$ cat config.mk
export PLATFORM = sky130hd
export DESIGN_NAME = bms_uart_reporter
export DESIGN_NICKNAME = d
export VERILOG_FILES = /design/src/rtl/bms_pkg.sv /design/src/rtl/uart_tx_byte.sv /design/src/rtl/bms_uart_reporter.sv
export SDC_FILE = /design/constraint.sdc
export NUM_CORES = 1
export LEC_CHECK = 0
export ABC_AREA = 1
export BUFFER_PORTS_ARGS = -buffer_cell sky130_fd_sc_hd__buf_2
export CORE_MARGIN = 1.5
export CORE_UTILIZATION = 59
export CTS_CLUSTER_SIZE = 24
export DETAILED_ROUTE_END_ITERATION = 6
export GPL_TIMING_DRIVEN = 1
export PLACE_DENSITY = 0.87
export RECOVER_POWER = 50
export SLEW_MARGIN = 10
export SYNTH_ARGS = -nofsm -noshare
export SYNTH_HDL_FRONTEND = slang
export SYNTH_SLANG_ARGS = --single-unit
$ cat constraint.sdc
create_clock -name clk -period 6.1 [get_ports clk]
set_input_delay 0.61 -clock clk [delete_from_list [all_inputs] [get_ports clk]]
set_output_delay 0.61 -clock clk [all_outputs]
set_load 0.1 [all_outputs]
$ cat src/rtl/bms_pkg.sv
// ----------------------------------------------------------------------------
// bms_pkg: shared constants, FSM encoding and frame helpers for the UART reporter
// Rev 1.0
// ----------------------------------------------------------------------------
`default_nettype none

package bms_pkg;

  localparam logic [7:0] HDR0        = 8'hA5;
  localparam logic [7:0] HDR1        = 8'h5A;
  localparam int         FRAME_BYTES = 13;

  typedef enum logic [1:0] {
    IDLE  = 2'd0,
    START = 2'd1,
    DATA  = 2'd2,
    STOP  = 2'd3
  } tx_state_t;

  // Two's complement of the byte sum, so payload plus checksum sums to zero.
  function automatic logic [7:0] frame_checksum(input logic [79:0] snap);
    logic [7:0] sum;
    sum = 8'h00;
    for (int i = 0; i < 10; i++) begin
      sum = sum + snap[8*i +: 8];
    end
    return ~sum + 8'd1;
  endfunction

  // Frame byte idx (2..11) taken from the snapshot, MSB-first per register.
  function automatic logic [7:0] snap_byte(input logic [79:0] snap, input logic [3:0] idx);
    logic [79:0] shifted;
    shifted = snap << (8 * (idx - 4'd2));
    return shifted[79:72];
  endfunction

endpackage

`default_nettype wire

$ cat src/rtl/uart_tx_byte.sv
// ----------------------------------------------------------------------------
// uart_tx_byte: 8N1 byte serializer with valid/ready handshake
// Rev 1.0
// ----------------------------------------------------------------------------
`default_nettype none

module uart_tx_byte
  import bms_pkg::*;
#(
  parameter int CLKS_PER_BIT = 868
) (
  input  logic       clk,
  input  logic       rst,
  input  logic       valid,
  input  logic [7:0] data,
  output logic       ready,
  output logic       tx
);

  localparam int              CW   = (CLKS_PER_BIT > 1) ? $clog2(CLKS_PER_BIT) : 1;
  localparam logic [CW-1:0]   LAST = CW'(CLKS_PER_BIT - 1);

  tx_state_t     state, state_n;
  logic [CW-1:0] baud_cnt, baud_cnt_n;
  logic [2:0]    bit_idx, bit_idx_n;
  logic [7:0]    shreg, shreg_n;
  logic          tx_q, tx_n;
  logic          baud_end;

  assign baud_end = (baud_cnt == LAST);
  // Ready in the final stop-bit cycle lets the next byte start with no idle gap.
  assign ready    = (state == IDLE) || ((state == STOP) && baud_end);
  assign tx       = tx_q;

  always_ff @(posedge clk) begin
    if (rst) begin
      state    <= IDLE;
      baud_cnt <= '0;
      bit_idx  <= 3'd0;
      shreg    <= 8'h00;
      tx_q     <= 1'b1;
    end else begin
      state    <= state_n;
      baud_cnt <= baud_cnt_n;
      bit_idx  <= bit_idx_n;
      shreg    <= shreg_n;
      tx_q     <= tx_n;
    end
  end

  always_comb begin
    state_n    = state;
    baud_cnt_n = baud_cnt;
    bit_idx_n  = bit_idx;
    shreg_n    = shreg;
    tx_n       = tx_q;
    case (state)
      IDLE: begin
        tx_n = 1'b1;
        if (valid) begin
          state_n    = START;
          baud_cnt_n = '0;
          shreg_n    = data;
          tx_n       = 1'b0;
        end
      end
      START: begin
        if (baud_end) begin
          state_n    = DATA;
          baud_cnt_n = '0;
          bit_idx_n  = 3'd0;
          tx_n       = shreg[0];
          shreg_n    = {1'b0, shreg[7:1]};
        end else begin
          baud_cnt_n = baud_cnt + 1'b1;
        end
      end
      DATA: begin
        if (baud_end) begin
          baud_cnt_n = '0;
          if (bit_idx == 3'd7) begin
            state_n = STOP;
            tx_n    = 1'b1;
          end else begin
            bit_idx_n = bit_idx + 3'd1;
            tx_n      = shreg[0];
            shreg_n   = {1'b0, shreg[7:1]};
          end
        end else begin
          baud_cnt_n = baud_cnt + 1'b1;
        end
      end
      STOP: begin
        if (baud_end) begin
          baud_cnt_n = '0;
          if (valid) begin
            state_n = START;
            shreg_n = data;
            tx_n    = 1'b0;
          end else begin
            state_n = IDLE;
            tx_n    = 1'b1;
          end
        end else begin
          baud_cnt_n = baud_cnt + 1'b1;
        end
      end
      default: begin
        state_n = IDLE;
        tx_n    = 1'b1;
      end
    endcase
  end

endmodule

`default_nettype wire

$ cat src/rtl/bms_uart_reporter.sv
// ----------------------------------------------------------------------------
// bms_uart_reporter: snapshots MAX17263 results and sends a 13-byte UART frame
// Rev 1.0
// ----------------------------------------------------------------------------
`default_nettype none

module bms_uart_reporter
  import bms_pkg::*;
#(
  parameter int SYS_CLOCK = 100_000_000,
  parameter int BAUD      = 115_200
) (
  input  logic        clk,
  input  logic        rst,
  input  logic        measure_done,
  input  logic [15:0] fullcap,
  input  logic [15:0] repcap,
  input  logic [15:0] repsoc,
  input  logic [15:0] age,
  input  logic [15:0] thrmtemp,
  output logic        tx,
  output logic        busy,
  output logic        frame_drop
);

  localparam int         CLKS_PER_BIT = SYS_CLOCK / BAUD;
  localparam logic [3:0] LAST_BYTE    = 4'(FRAME_BYTES - 1);

  logic        done_d;
  logic        rise;
  logic        active;
  logic        drop_q;
  logic [3:0]  byte_idx;
  logic [3:0]  next_idx;
  logic [79:0] snap;
  logic [7:0]  csum;
  logic [7:0]  next_byte;
  logic        ser_valid;
  logic        ser_ready;

  assign rise       = measure_done & ~done_d;
  assign next_idx   = byte_idx + 4'd1;
  assign csum       = frame_checksum(snap);
  assign busy       = active;
  assign frame_drop = drop_q;

  // Byte 0 is launched in the accepting cycle, before the snapshot register loads.
  always_comb begin
    next_byte = HDR0;
    ser_valid = 1'b0;
    if (!active) begin
      next_byte = HDR0;
      ser_valid = rise;
    end else begin
      ser_valid = (byte_idx != LAST_BYTE);
      case (next_idx)
        4'd1:    next_byte = HDR1;
        4'd12:   next_byte = csum;
        default: next_byte = snap_byte(snap, next_idx);
      endcase
    end
  end

  always_ff @(posedge clk) begin
    if (rst) begin
      done_d   <= 1'b1;
      active   <= 1'b0;
      drop_q   <= 1'b0;
      byte_idx <= 4'd0;
      snap     <= 80'd0;
    end else begin
      done_d <= measure_done;
      drop_q <= rise & active;
      if (!active) begin
        if (rise) begin
          active   <= 1'b1;
          byte_idx <= 4'd0;
          snap     <= {fullcap, repcap, repsoc, age, thrmtemp};
        end
      end else if (ser_ready) begin
        // While active, ready only fires in a byte's final stop-bit cycle.
        if (byte_idx == LAST_BYTE) begin
          active <= 1'b0;
        end else begin
          byte_idx <= next_idx;
        end
      end
    end
  end

  uart_tx_byte #(
    .CLKS_PER_BIT (CLKS_PER_BIT)
  ) u_tx (
    .clk   (clk),
    .rst   (rst),
    .valid (ser_valid),
    .data  (next_byte),
    .ready (ser_ready),
    .tx    (tx)
  );

endmodule

`default_nettype wire
# Word-level counts from Yosys, hierarchy flattened
# Index checks and enable logic that the tools add are counted.
# op_classes
n_shift	1
n_reduce_logical	12
mux	37
n_addsub	14
eq_ne	17
n_bitwise	5
# ops
cell	n
80-bit by 32-bit << shifter with 80-bit output	1
8-bit adder	9
8-bit 2-to-1 mux	6
8-bit case mux with 4 select lines	1
10-bit 2-to-1 mux	2
10-bit case mux with 2 select lines	1
4-bit 2-to-1 mux	4
8-bit case mux with 2 select lines	1
1-bit 2-to-1 mux	11
10-bit by 1-bit adder with 10-bit output, second input constant	1
10-bit equality test, second input constant	1
2-bit 2-to-1 mux	5
2-bit by 1-bit inequality test with 1-bit output, second input constant	5
3-bit 2-to-1 mux	3
8-bit by 1-bit adder with 8-bit output, second input constant	1
4-bit equality test, second input constant	2
8-bit inverter	1
2-bit case mux with 4 select lines	1
4-bit AND reduction	2
2-bit inequality test, second input constant	3
3-bit case mux with 2 select lines	1
3-bit AND reduction	2
5-bit AND reduction	1
4-bit by 2-bit subtractor with 5-bit output, second input constant	1
other kinds (16)	20
# totals
reg_bits	111
out_inout_bits	3
word_cells	96
in_bits	83

# Longest topological paths before layout
# depth
ltp_word	16
ltp_mapped	26
depth_no_buf	26

# By module
# From an unflattened synthesis, not the netlist that was laid out.
# unflattened
hier_cells	955
hier_area_um2	7149.4
# modules_own_cells
module	area_each_um2	cells_per_inst	seq_area_each_um2	instances
bms_uart_reporter	5756.8	762	1741.7	1
uart_tx_byte	1392.6	193	480.5	1

# Worst setup path before layout
# OpenSTA, ideal clock, no wires.
# synth_path
path_kind	reg-to-reg
startpoint	register snap[2]
endpoint	register u_tx.shreg[7]
arrival_ns	4.546
path_buffers	0
slack_ns	1.421
path_stages_with_launch	23
period_less_slack_ns	4.679
t_required_ns	5.968
setup_time_ns	0.132
cell_sequence	dfxtp_1 -> inv_1 -> fa_1 -> inv_1 -> fa_1 -> fa_1 -> inv_1 -> fa_1 -> inv_1 -> fa_1 -> inv_1 -> fa_1 -> inv_1 -> nor4_2 -> nand2_1 -> nor2_2 -> nand2_1 -> inv_1 -> nand2_1 -> nand3_1 -> nand2_1 -> nand2_1 -> a21oi_1
# synth_via
elab_chain_cells	16
# synth_lines
item	line	source
start: declaration	bms_uart_reporter.sv:35	logic [79:0] snap;
start signal: assignment	bms_uart_reporter.sv:78	snap <= {fullcap, repcap, repsoc, age, thrmtemp};
8-bit adder (*) (9 in series)	bms_pkg.sv:25	sum = sum + snap[8*i +: 8];
8-bit inverter (*)	bms_pkg.sv:27	return ~sum + 8'd1;
8-bit by 1-bit adder with 8-bit output (*)	bms_pkg.sv:27	
8-bit case mux with 2 select lines (*)	bms_uart_reporter.sv:56	case (next_idx)
8-bit 2-to-1 mux (*)	bms_uart_reporter.sv:51	if (!active) begin
8-bit 2-to-1 mux (*)	uart_tx_byte.sv:60, uart_tx_byte.sv:96	
8-bit 2-to-1 mux	uart_tx_byte.sv:94	if (baud_end) begin
8-bit case mux with 4 select lines (*)	uart_tx_byte.sv:57	case (state)
end signal: assignment	uart_tx_byte.sv:46	shreg <= shreg_n;
end: declaration	uart_tx_byte.sv:26	logic [7:0] shreg, shreg_n;
# Every way passes the cells marked *; elsewhere a longest branch is shown, timed or not. The select of a mux whose other input is x is not followed.
# A chain may end at the register's enable or synchronous reset.

# Final worst setup path
# Same ends and word-level chain as after synthesis.

==> flow_metrics.py <==
metrics = {
    "route": {
        "finalWirelength_um": 17500,
        "drt_iter0_drc": 632,
        "wl_per_cell_um": 15.3,
        "drtAntennaViolNets": 0,
        "num_vias": 6417,
        "drc": 0,
        "vias_per_cell": 5.59,
        "dr.pass1.iters": 5,
    },
    "timing": {
        "rsz0062_at_grt": "no",
        "fmax_mhz": 199,
        "period_share": 0.824,
        "hold_viol": 0,
        "timing.final.crit_period_ps": 5020,
        "relSlewSlack": 0.0120,
        "clock_skew_ps": 10.5,
        "slew_violations": 0,
        "finalSetupViolCount": 0,
        "fin_setup_tns_ps": 0,
        "max_slew.worst_pin.slew_ps": 1480,
    },
    "critical_path": {
        "cp_data_required_time_ps": 6310,
        "worstPathArrival_ps": 5230,
        "startpoint_type": "flip-flop",
        "end_kind": "flip-flop",
        "worstSetupPathType": "reg2reg",
        "worst-path-max-fanout": 3,
    },
    "floorplanning": {
        "boundaryPins": 86,
        "core_sq_um": 11600,
        "num_rows": 39,
        "initial_utilization": 0.613,
        "dieArea_sq_um": 12700,
        "chipHeight_um": 113,
        "die_w_um": 113,
    },
    "synthesis": {
        "synth_top_cells_by_area": "dfxtp_1 (31%), fa_1 (14%), a21oi_1 (11%), o21ai_0 (9.6%), inv_1 (9.4%)",
        "synth-edff-count": 0,
        "synthTopCellsByCount": "inv_1 (177), a21oi_1 (150), o21ai_0 (136)",
        "ys_async_sr_fraction": 0,
        "ys.flop_type": "dfxtp_1",
        "synth.most_common_cell": "inv_1",
        "yosysWarnings": 0,
        "synth_area_sq_um": 7090,
        "synth_cell_types": 43,
        "ys_seq_area_frac": 0.313,
        "synth_top_area_frac": 0.313,
        "syn-num-nets": 1101,
        "syn_avg_cell_area_sq_um": 7.51,
        "synth_seq_cells": 111,
        "synth_area_leader_cell": "dfxtp_1",
        "syn_inst": 944,
    },
    "finish": {
        "finalInstanceArea_sq_um": 7840,
        "drive_above_1_share": 0.124,
        "area.growth.synth_to_final_pct": 10.6,
        "fillers": 992,
        "insertedDiodeCount": 0,
        "nNetsFinal": 1157,
    },
    "job": {
        "drv_cap": 0,
    },
    "placement": {
        "gp_congestion": 0.919,
        "dp_hpwl_um": 13200,
        "port_buffers": 85,
        "dpl_cell_area_sq_um": 7550,
    },
    "global_routing": {
        "grt_max_degree": 83,
        "antenna_found_initial": 0,
        "grt_pass1_wl_um": 28800,
        "track_usage": 0.290,
        "first_global_vias": 6028,
        "gr-total-overflow": 0,
    },
    "power": {
        "cellPowerDensity_nw_per_um2": 411,
        "ir_drop_mv": 0.253,
        "leakagePower_nw": 3.42,
    },
    "cts": {
        "htreeDepth": 3,
        "path_clk_slew_ps": 80,
        "numCtsBuffers": 9,
        "cts-root-buf": "clkbuf_16",
        "clock-sinks": 111,
        "cts_tree": "built",
        "clkLatencyLatePin_ps": 360,
        "clk_path_buf_depth": 2,
        "postCtsSetupBuffers": 0,
        "ctsHoldBuffers": 0,
        "cts-resized-gates": 0,
    },
    "run_status": {
        "status": "finished clean",
    },
    "worst_hold_path": {
        "min_path_type": "reg2reg",
    },
}
-- metal layers --
layer | GRT usage | vias to the layer above | wire length (um)
met5 | 0 | - | 0
met4 | 0.0827 | 0 | 385
met3 | 0.0805 | 26 | 1510
met2 | 0.463 | 261 | 7960
met1 | 0.390 | 2957 | 7680
li1 | - | 3173 | -
-- registers in the layout (all words and copies together), names as in the netlist --
| signal | count |
|---|---|
| byte_idx | 4 |
| u_tx.state | 2 |
| frame_drop | 1 |
| busy | 1 |
| snap | 80 |
| u_tx.shreg | 8 |
| u_tx.baud_cnt | 10 |
| done_d | 1 |
| u_tx.tx | 1 |
| u_tx.bit_idx | 3 |
-- metrics by stage --
stage | total power [mW] | cells | utilization | hold WS (ps) | setup WS (ps)
3_5_place_dp | 2.60 | 1132 | 0.653 | 457 | 1160
6_report | 3.22 | 1148 | 0.678 | 467 | 1080
4_1_cts | 3.20 | 1148 | 0.679 | 468 | 1150
5_1_grt | 3.50 | 1148 | 0.678 | 489 | 804
2_1_floorplan | 2.22 | 944 | - | 443 | 1420
3_3_place_gp | 2.54 | 1132 | 0.653 | 454 | 1260
-- path summary, 6_finish.rpt --
path	slack, ps	depth (start not counted)	from	to
worst max-delay path	1080	22	snap[2]$_SDFFE_PP0P_	u_tx.shreg[7]$_SDFFE_PP0P_
worst min-delay path	470	2	u_tx.baud_cnt[8]$_SDFFE_PP0N_	u_tx.baud_cnt[8]$_SDFFE_PP0N_
worst max register to register	1080	22	snap[2]$_SDFFE_PP0P_	u_tx.shreg[7]$_SDFFE_PP0P_
worst min register to register	470	2	u_tx.baud_cnt[8]$_SDFFE_PP0N_	u_tx.baud_cnt[8]$_SDFFE_PP0N_
-- kinds of logic after synthesis --
kind of cell,after synthesis,share of synthesized area
fa+ha+maj,74,0.184
flops,111,0.313
buf+inv,228,0.124
xor+xnor,12,0.0169
compound gates,313,0.230
simple gates,206,0.132
-- power by group --
group	switching (mW)	internal, mW
Sequential	0.0731	0.815
Clock	0.282	0.316
Combinational	1.14	0.593
-- critical path, cell delays in order, from the launching register on --
cell and delay (ps):
dfxtp_1 330, inv_1 70, fa_1 550, inv_1 60
fa_1 510, fa_1 540, inv_1 50, fa_1 530
inv_1 50, fa_1 530, inv_1 70, fa_1 570
inv_1 80, nor4_2 260, nand2_1 120, nor2_2 130
nand2_1 80, inv_1 60, nand2_1 50, nand3_1 60
nand2_1 50, nand2_1 50, a21oi_1 50
-- cells in the final DEF (no fill, tap or decap), types with 8 or more instances in the layout --
master	instances
inv_1	179
nor2_1	29
nand2_1	105
fa_1	50
o21ai_0	136
nand3_1	45
ha_1	24
a21oi_1	150
clkbuf_16	9
buf_2	81
nor3_1	8
dfxtp_1	111
-- cell type report --
cell class / count / area, sq um / share of cell area
inverter: 184 / 693 / 0.0884
multi-input combinational: 605 / 4000 / 0.510
timing repair buffer: 89 / 447 / 0.0570
sequential: 111 / 2220 / 0.283
tap: 143 / 179 / 0.0228
clock buffer: 12 / 267 / 0.0340
clock inverter: 4 / 33.8 / 0.00431
Note: power is estimated with default switching activity, not from simulation.
